## src/rtl/frequency_glide.sv

```systemverilog
// frequency_glide: slews a phase-increment word toward a requested target.
// Each update moves by |target - frequency| >> shift (at least 1), so the
// approach is exponential with a linear tail. Updates happen every
// glide_div+1 clocks. A shift of 0 makes the first update a direct jump.
module frequency_glide #(
  parameter int FREQ_W = 24
) (
  input  logic              clk,
  input  logic              rst,
  input  logic              target_valid,
  input  logic [FREQ_W-1:0] target_freq,
  output logic              target_ready,
  input  logic [3:0]        glide_shift,
  input  logic [7:0]        glide_div,
  input  logic              hold,
  output logic [FREQ_W-1:0] frequency,
  output logic              gliding,
  output logic              settled
);

  typedef enum logic [1:0] {IDLE, LOAD, GLIDE} state_t;

  state_t            state, state_nx;
  logic [FREQ_W-1:0] tgt;
  logic [3:0]        shift_r;
  logic [7:0]        div_r;
  logic [7:0]        cnt;

  logic              accept;
  logic              up;
  logic [FREQ_W-1:0] diff;
  logic [FREQ_W-1:0] shifted;
  logic [FREQ_W-1:0] step;
  logic [FREQ_W-1:0] next_freq;
  logic              tick;
  logic              arrive;

  assign accept = target_valid && target_ready;

  // Step toward target. Magnitude is taken by subtracting the smaller
  // operand from the larger, so it never wraps; step <= diff because a
  // right shift cannot grow the value, and diff >= 1 whenever we glide,
  // so the forced minimum of 1 cannot overshoot either.
  always_comb begin
    up        = tgt > frequency;
    diff      = up ? (tgt - frequency) : (frequency - tgt);
    shifted   = diff >> shift_r;
    step      = (shifted == '0) ? {{(FREQ_W-1){1'b0}}, 1'b1} : shifted;
    next_freq = up ? (frequency + step) : (frequency - step);
    tick      = (state == GLIDE) && !hold && (cnt == div_r);
    arrive    = tick && (next_freq == tgt);
  end

  // State register.
  always_ff @(posedge clk or posedge rst) begin
    if (rst) state <= IDLE;
    else     state <= state_nx;
  end

  // Next state: a fresh target always restarts through LOAD, even mid-glide.
  always_comb begin
    state_nx = state;
    if (accept) begin
      state_nx = LOAD;
    end else begin
      case (state)
        LOAD:    state_nx = (frequency != tgt) ? GLIDE : IDLE;
        GLIDE:   if (arrive) state_nx = IDLE;
        default: state_nx = state;
      endcase
    end
  end

  // Outputs decoded from state; ready is held low while reset is asserted.
  always_comb begin
    target_ready = !rst && (state != LOAD);
    gliding      = (state != IDLE);
  end

  // Datapath: capture target/config on acceptance, run the tick divider and
  // frequency updates in GLIDE, and raise a one-cycle settled pulse.
  always_ff @(posedge clk or posedge rst) begin
    if (rst) begin
      frequency <= '0;
      tgt       <= '0;
      shift_r   <= '0;
      div_r     <= '0;
      cnt       <= '0;
      settled   <= 1'b0;
    end else begin
      settled <= 1'b0;
      if (accept) begin
        // Frequency is left where it is; LOAD re-evaluates against the new target.
        tgt     <= target_freq;
        shift_r <= glide_shift;
        div_r   <= glide_div;
      end else begin
        case (state)
          LOAD: begin
            cnt <= '0;
            if (frequency == tgt) settled <= 1'b1;
          end
          GLIDE: begin
            if (!hold) begin
              if (cnt == div_r) begin
                frequency <= next_freq;
                cnt       <= '0;
                if (arrive) settled <= 1'b1;
              end else begin
                cnt <= cnt + 8'd1;
              end
            end
          end
          default: ;
        endcase
      end
    end
  end

endmodule

```

## config.mk

```make
export PLATFORM = sky130hd
export DESIGN_NAME = frequency_glide
export DESIGN_NICKNAME = d
export VERILOG_FILES = /design/src/rtl/frequency_glide.sv
export SDC_FILE = /design/constraint.sdc
export NUM_CORES = 1
export LEC_CHECK = 0
export CORE_MARGIN = 2
export CORE_UTILIZATION = 55
export DETAILED_ROUTE_END_ITERATION = 16
export PLACE_DENSITY = 0.75
export SYNTH_ARGS = -nofsm -noshare
export SYNTH_HDL_FRONTEND = slang
export SYNTH_SLANG_ARGS = --single-unit
export TNS_END_PERCENT = 20
```

## constraint.sdc

```tcl
create_clock -name clk -period 26.2 [get_ports clk]
set_input_delay 5.24 -clock clk [delete_from_list [all_inputs] [get_ports clk]]
set_output_delay 5.24 -clock clk [all_outputs]
set_load 0.05 [all_outputs]
```

-- Yosys cells after proc, flatten, opt, wreduce, memory -nomap -nowiden
Index checks and enable logic that the tools add are counted.
- flip-flop bits (word level): 71
- latch bits: 0
- bits in writable memories: 0
- bits in read-only memories: 0
- input port bits: 40
- output and inout port bits: 27
- logic and storage cells: 55
- memories: 0
- add/sub/neg operators: 5
- $mul: 0
- div/mod/pow operators: 0
- magnitude comparators: 1
- equality and inequality tests: 9
- shift-type cells: 1
- muxes and demuxes: 16
- bitwise operators: 2
- reductions and logical operators: 14
- operators by type and width (kind ; number):
    $mux W24 ; 3
    $sub A24 B24 Y24 ; 3
    $eq A24 B24 Y1 ; 2
    $add A24 B24 Y24 ; 1
    $gt A24 B24 Y1 ; 1
    $logic_not A24 Y1 ; 1
    $ne A24 B24 Y1 ; 1
    $shr A24 B4 Y24 ; 1
    $mux W8 ; 2
    $pmux W8 S2 ; 1
    $add A8 B1 Y8 const B ; 1
    $eq A8 B8 Y1 ; 1
    $mux W2 ; 3
    $logic_and A1 B1 Y1 ; 5
    $mux W1 ; 5
    $pmux W2 S2 ; 1
    $reduce_and A4 Y1 ; 1
    $reduce_bool A2 Y1 ; 2
    $ne A3 B3 Y1 const B ; 1
    $reduce_and A3 Y1 ; 1
    $reduce_bool A3 Y1 ; 1
    $eq A2 B1 Y1 const B ; 1
    $eq A2 B2 Y1 const B ; 1
    $logic_not A1 Y1 ; 2
    other kinds (5) ; 6

-- Depth between registers and ports, before layout
- depth in word-level cells: 14
- gate-level depth with buffers: 46
- mapped depth without buffers: 43

-- Least setup slack after synthesis
Ideal clock, no wire load.
- kind: input to output
- start: input rst
- end: output target_ready
- arrival: 5.933 ns
- data required time: 20.960 ns
- setup slack: 15.027 ns
- stages on the path: 1
- path buffers: 0
- cells stage by stage: nor2_1
- longest elaborated chain between the ends: 2
- RTL lines (what ; line ; RTL):
    start: declaration ; 9 ; input logic rst,
    $logic_not A1 Y1 (no source line) ; - ;
    $logic_and A1 B1 Y1 ; 76 ; target_ready = !rst && (state != LOAD);
    end: declaration ; 12 ; output logic target_ready,
No other way between the ends.

-- Final worst setup path
Same ends and word-level chain as after synthesis.

==> results.sh <==
export IMPL_routabilityCongestion=0.979
export IMPL_grt_setup_unrepaired="no"
export IMPL_grt_usage_pct=37.8
export IMPL_crit_chain="clkdlybuf4s50_1 > nor2_1 > clkdlybuf4s50_1"
export IMPL_drtPass1Iterations=6
export IMPL_drt_total_wl_um=40700
export IMPL_cts_buffers=9
export IMPL_clockBufferDepth=2
export IMPL_maxSlewViolCount=0
export IMPL_clk_pin_slew_ns=0.06
export IMPL_areaGrowthSynthToFinish_pct=9.52
export IMPL_drt_iter0_drc=1356
export IMPL_post_drt_wl_per_cell_um=22.9
export IMPL_cp_end_kind="output port"
export IMPL_clk_latency_ns=0.36
export IMPL_post_place_cells=1763
export IMPL_tritoncts="done"
export IMPL_fmax_ghz=0.0839
export IMPL_fin_crit_sh_pct=45.5
export IMPL_critical_path_class="input port to output port"
export IMPL_crit_arrival_ns=6.67
export IMPL_ys_types=101
export IMPL_syn_nets=1618
export IMPL_worst_slack_ns=14.29
export IMPL_ys_warn_count=0
export IMPL_hp_class="flop to flop"
export IMPL_finalHoldViolCount=0
export IMPL_synth_xor_area_share_pct=8.25
export IMPL_cp_slowest_stage_delay_ns=0.83
export IMPL_h_tree_depth=3
export IMPL_clock_tree_root_cell="clkbuf_16"
export IMPL_antennaDiodeCount=0
export IMPL_fin_crit_ns=11.91
export IMPL_antenna_found_initial=0
export IMPL_path_buf_inv=2
export IMPL_cts_sinks=71
export IMPL_die_h_um=145
export IMPL_synth_area_mux_share_pct=3.64
export IMPL_ff_latch_area_um2=1780
export IMPL_critPathMaxFanout=3
export IMPL_synth_compound_area_share_pct=30.6
export IMPL_grt_overflow=0
export IMPL_worstPathRequired_ns=20.96
export IMPL_synth_top_family_by_area="compound AO/OA/AOI/OAI gates"
export IMPL_dieArea_um2=21100
export IMPL_slowest_stage="clkdlybuf4s50_1"
export IMPL_initial_core_util_pct=56.3
export IMPL_yosys_area_share_simple_pct=26.3
export IMPL_pin_count=67
export IMPL_rows=51
export IMPL_grt_max_degree=72
export IMPL_regToRegSetupSlack_ns=14.95
export IMPL_synth_avg_cell_area_um2=7.32
export IMPL_setup_viol_count_final=0
export IMPL_synthArstFlopShare_pct=100
export IMPL_syn_area_um2=11000
export IMPL_portBuffers=66
export IMPL_nets=1627
export IMPL_drive_above_1_share_pct=6.14
export IMPL_fin_tns_setup_ns=0
export IMPL_multi_input_area_um2=8570
export IMPL_yosys_area_share_adder_pct=9.09
export IMPL_synth_seq_area_share_pct=16.2
export IMPL_vias_per_cell=6.72
export IMPL_grt_pass1_vias=11140
export IMPL_dp_slack_ns=14.29
export IMPL_ant_nets=0
export IMPL_final_util_pct=61.6
export IMPL_fin_cells=1779
export IMPL_synth_edf_count=0
export IMPL_startpoint_type="input port"
export IMPL_synth_main_ff_cell="dfrtp_1"
export IMPL_crit_top_cell="clkdlybuf4s50_1"
export IMPL_cts_repair_resize_count=0
export IMPL_synth_cells=1500
export IMPL_cts_hold_buf=0
export IMPL_die_width_um=145
export IMPL_post_cts_buffers=0
export IMPL_clock_skew_ns=0.0142
export IMPL_worst_pin_slew_ns=1.13
export IMPL_hpwl_um=32000
export IMPL_route_vias_total=11948
export IMPL_floorplan_core_area_um2=19500
export IMPL_grt_pass1_wl_um=63400
export IMPL_maxCapViolations=0
export IMPL_fillerInstances=1831
export IMPL_slew_headroom_pct=24.7
export IMPL_run_status="finished clean"
export IMPL_drc_errors=0
export IMPL_cp_top_family="buffers and inverters"
export IMPL_ys_seq_elements=71
placed cells by master, fill, tap and decap left out, types with 10 or more instances in the layout:
cell type / instances
o21ai_0: 123
o22ai_1: 11
nand4_1: 28
and2_1: 18
o21ai_1: 11
o221ai_1: 10
nor4_1: 14
o21a_1: 13
ha_1: 75
a211o_1: 12
a21o_1: 29
xor2_1: 34
mux2i_1: 24
or3_1: 18
xnor3_1: 13
and3_1: 12
a31oi_1: 15
o31ai_1: 11
a21oi_1: 105
o211ai_1: 16
buf_4: 13
nand2b_1: 20
nand2_1: 188
nor3_1: 46
clkdlybuf4s50_1: 66
nand3_1: 52
a211oi_1: 14
nor2b_1: 11
inv_1: 78
dfrtp_1: 71
nor2_1: 118
xnor2_1: 36
or2_2: 10
path summary, 6_finish.rpt:
kind | from | to | cells past startpoint
setup / recovery | rst | target_ready | 3
hold reg to reg | div_r[1]$_DFFE_PP0P_ | div_r[1]$_DFFE_PP0P_ | 2
hold / removal | div_r[1]$_DFFE_PP0P_ | div_r[1]$_DFFE_PP0P_ | 2
max in group asynchronous | rst | tgt[1]$_DFFE_PP0P_ | 3
min in group asynchronous | rst | frequency[16]$_DFFE_PP0P_ | 3
setup reg to reg | frequency[13]$_DFFE_PP0P_ | state[1]$_DFFE_PP0P_ | 37
cell families after synthesis:
kind of cell	count (synthesis)
multiplexers	34
buffers and inverters	160
AO/OA/AOI/OAI	496
AND/OR/NAND/NOR	578
XOR/XNOR	83
flip-flops	71
adder cells (fa/ha/maj)	78
Yosys cell counts (15+ instances only):
| cell type | number | area share [%] |
|---|---|---|
| nand4_1 | 28 | 1.6 |
| dfrtp_1 | 71 | 16 |
| nand2b_1 | 20 | 1.1 |
| mux2i_1 | 24 | 2.2 |
| nand2_1 | 188 | 6.4 |
| nand3_1 | 52 | 2.4 |
| and2_1 | 19 | 1.1 |
| a21o_1 | 29 | 2.0 |
| buf_2 | 23 | 1.0 |
| nor2_1 | 118 | 4.0 |
| o21ai_0 | 123 | 5.6 |
| o211ai_1 | 16 | 1.1 |
| xnor2_1 | 36 | 2.9 |
| inv_1 | 79 | 2.7 |
| nor3_1 | 47 | 2.1 |
| a31oi_1 | 15 | 0.85 |
| xor2_1 | 34 | 2.7 |
| clkbuf_1 | 42 | 1.4 |
| or3_1 | 18 | 1.0 |
| a21oi_1 | 105 | 4.8 |
| ha_1 | 75 | 8.5 |
metal layers:
metal,global-route usage [%],part of all wire (%),up-vias
met5,0,0,-
met4,13.5,3.6,0
met3,7.43,9.8,106
met2,58.1,43,650
met1,53.0,43,5627
li1,-,-,5565
stage by stage:
stage          hold slack (ns)  instance area (um^2)
6_report                 0.497                 12000
5_1_grt                  0.537                 12000
4_1_cts                  0.500                 12000
3_5_place_dp             0.484                 11700
3_3_place_gp             0.479                 11700
2_1_floorplan            0.465                 11000
area by class of cell:
cell class / instances / area share, %
Sequential cell: 71 / 14.8
Multi-Input combinational cell: 1269 / 71.2
Clock inverter: 7 / 0.645
Clock buffer: 9 / 1.87
Timing Repair Buffer: 79 / 6.30
Inverter: 79 / 2.46
Tap cell: 265 / 2.76
registers in the layout (all words and copies together) (netlist names):
register	count
state	2
frequency	24
tgt	24
settled	1
div_r	8
cnt	8
shift_r	4
worst min-delay path: cells and delay by family (launching register included):
| kind | cells | cell delay (ns) |
|---|---|---|
| flip-flops | 1 | 0.36 |
| AND/OR/NAND/NOR | 2 | 0.11 |
Power is left out: the tool's default activity adds up to more than one toggle a clock period on the data nets, which glitch-free logic cannot reach.
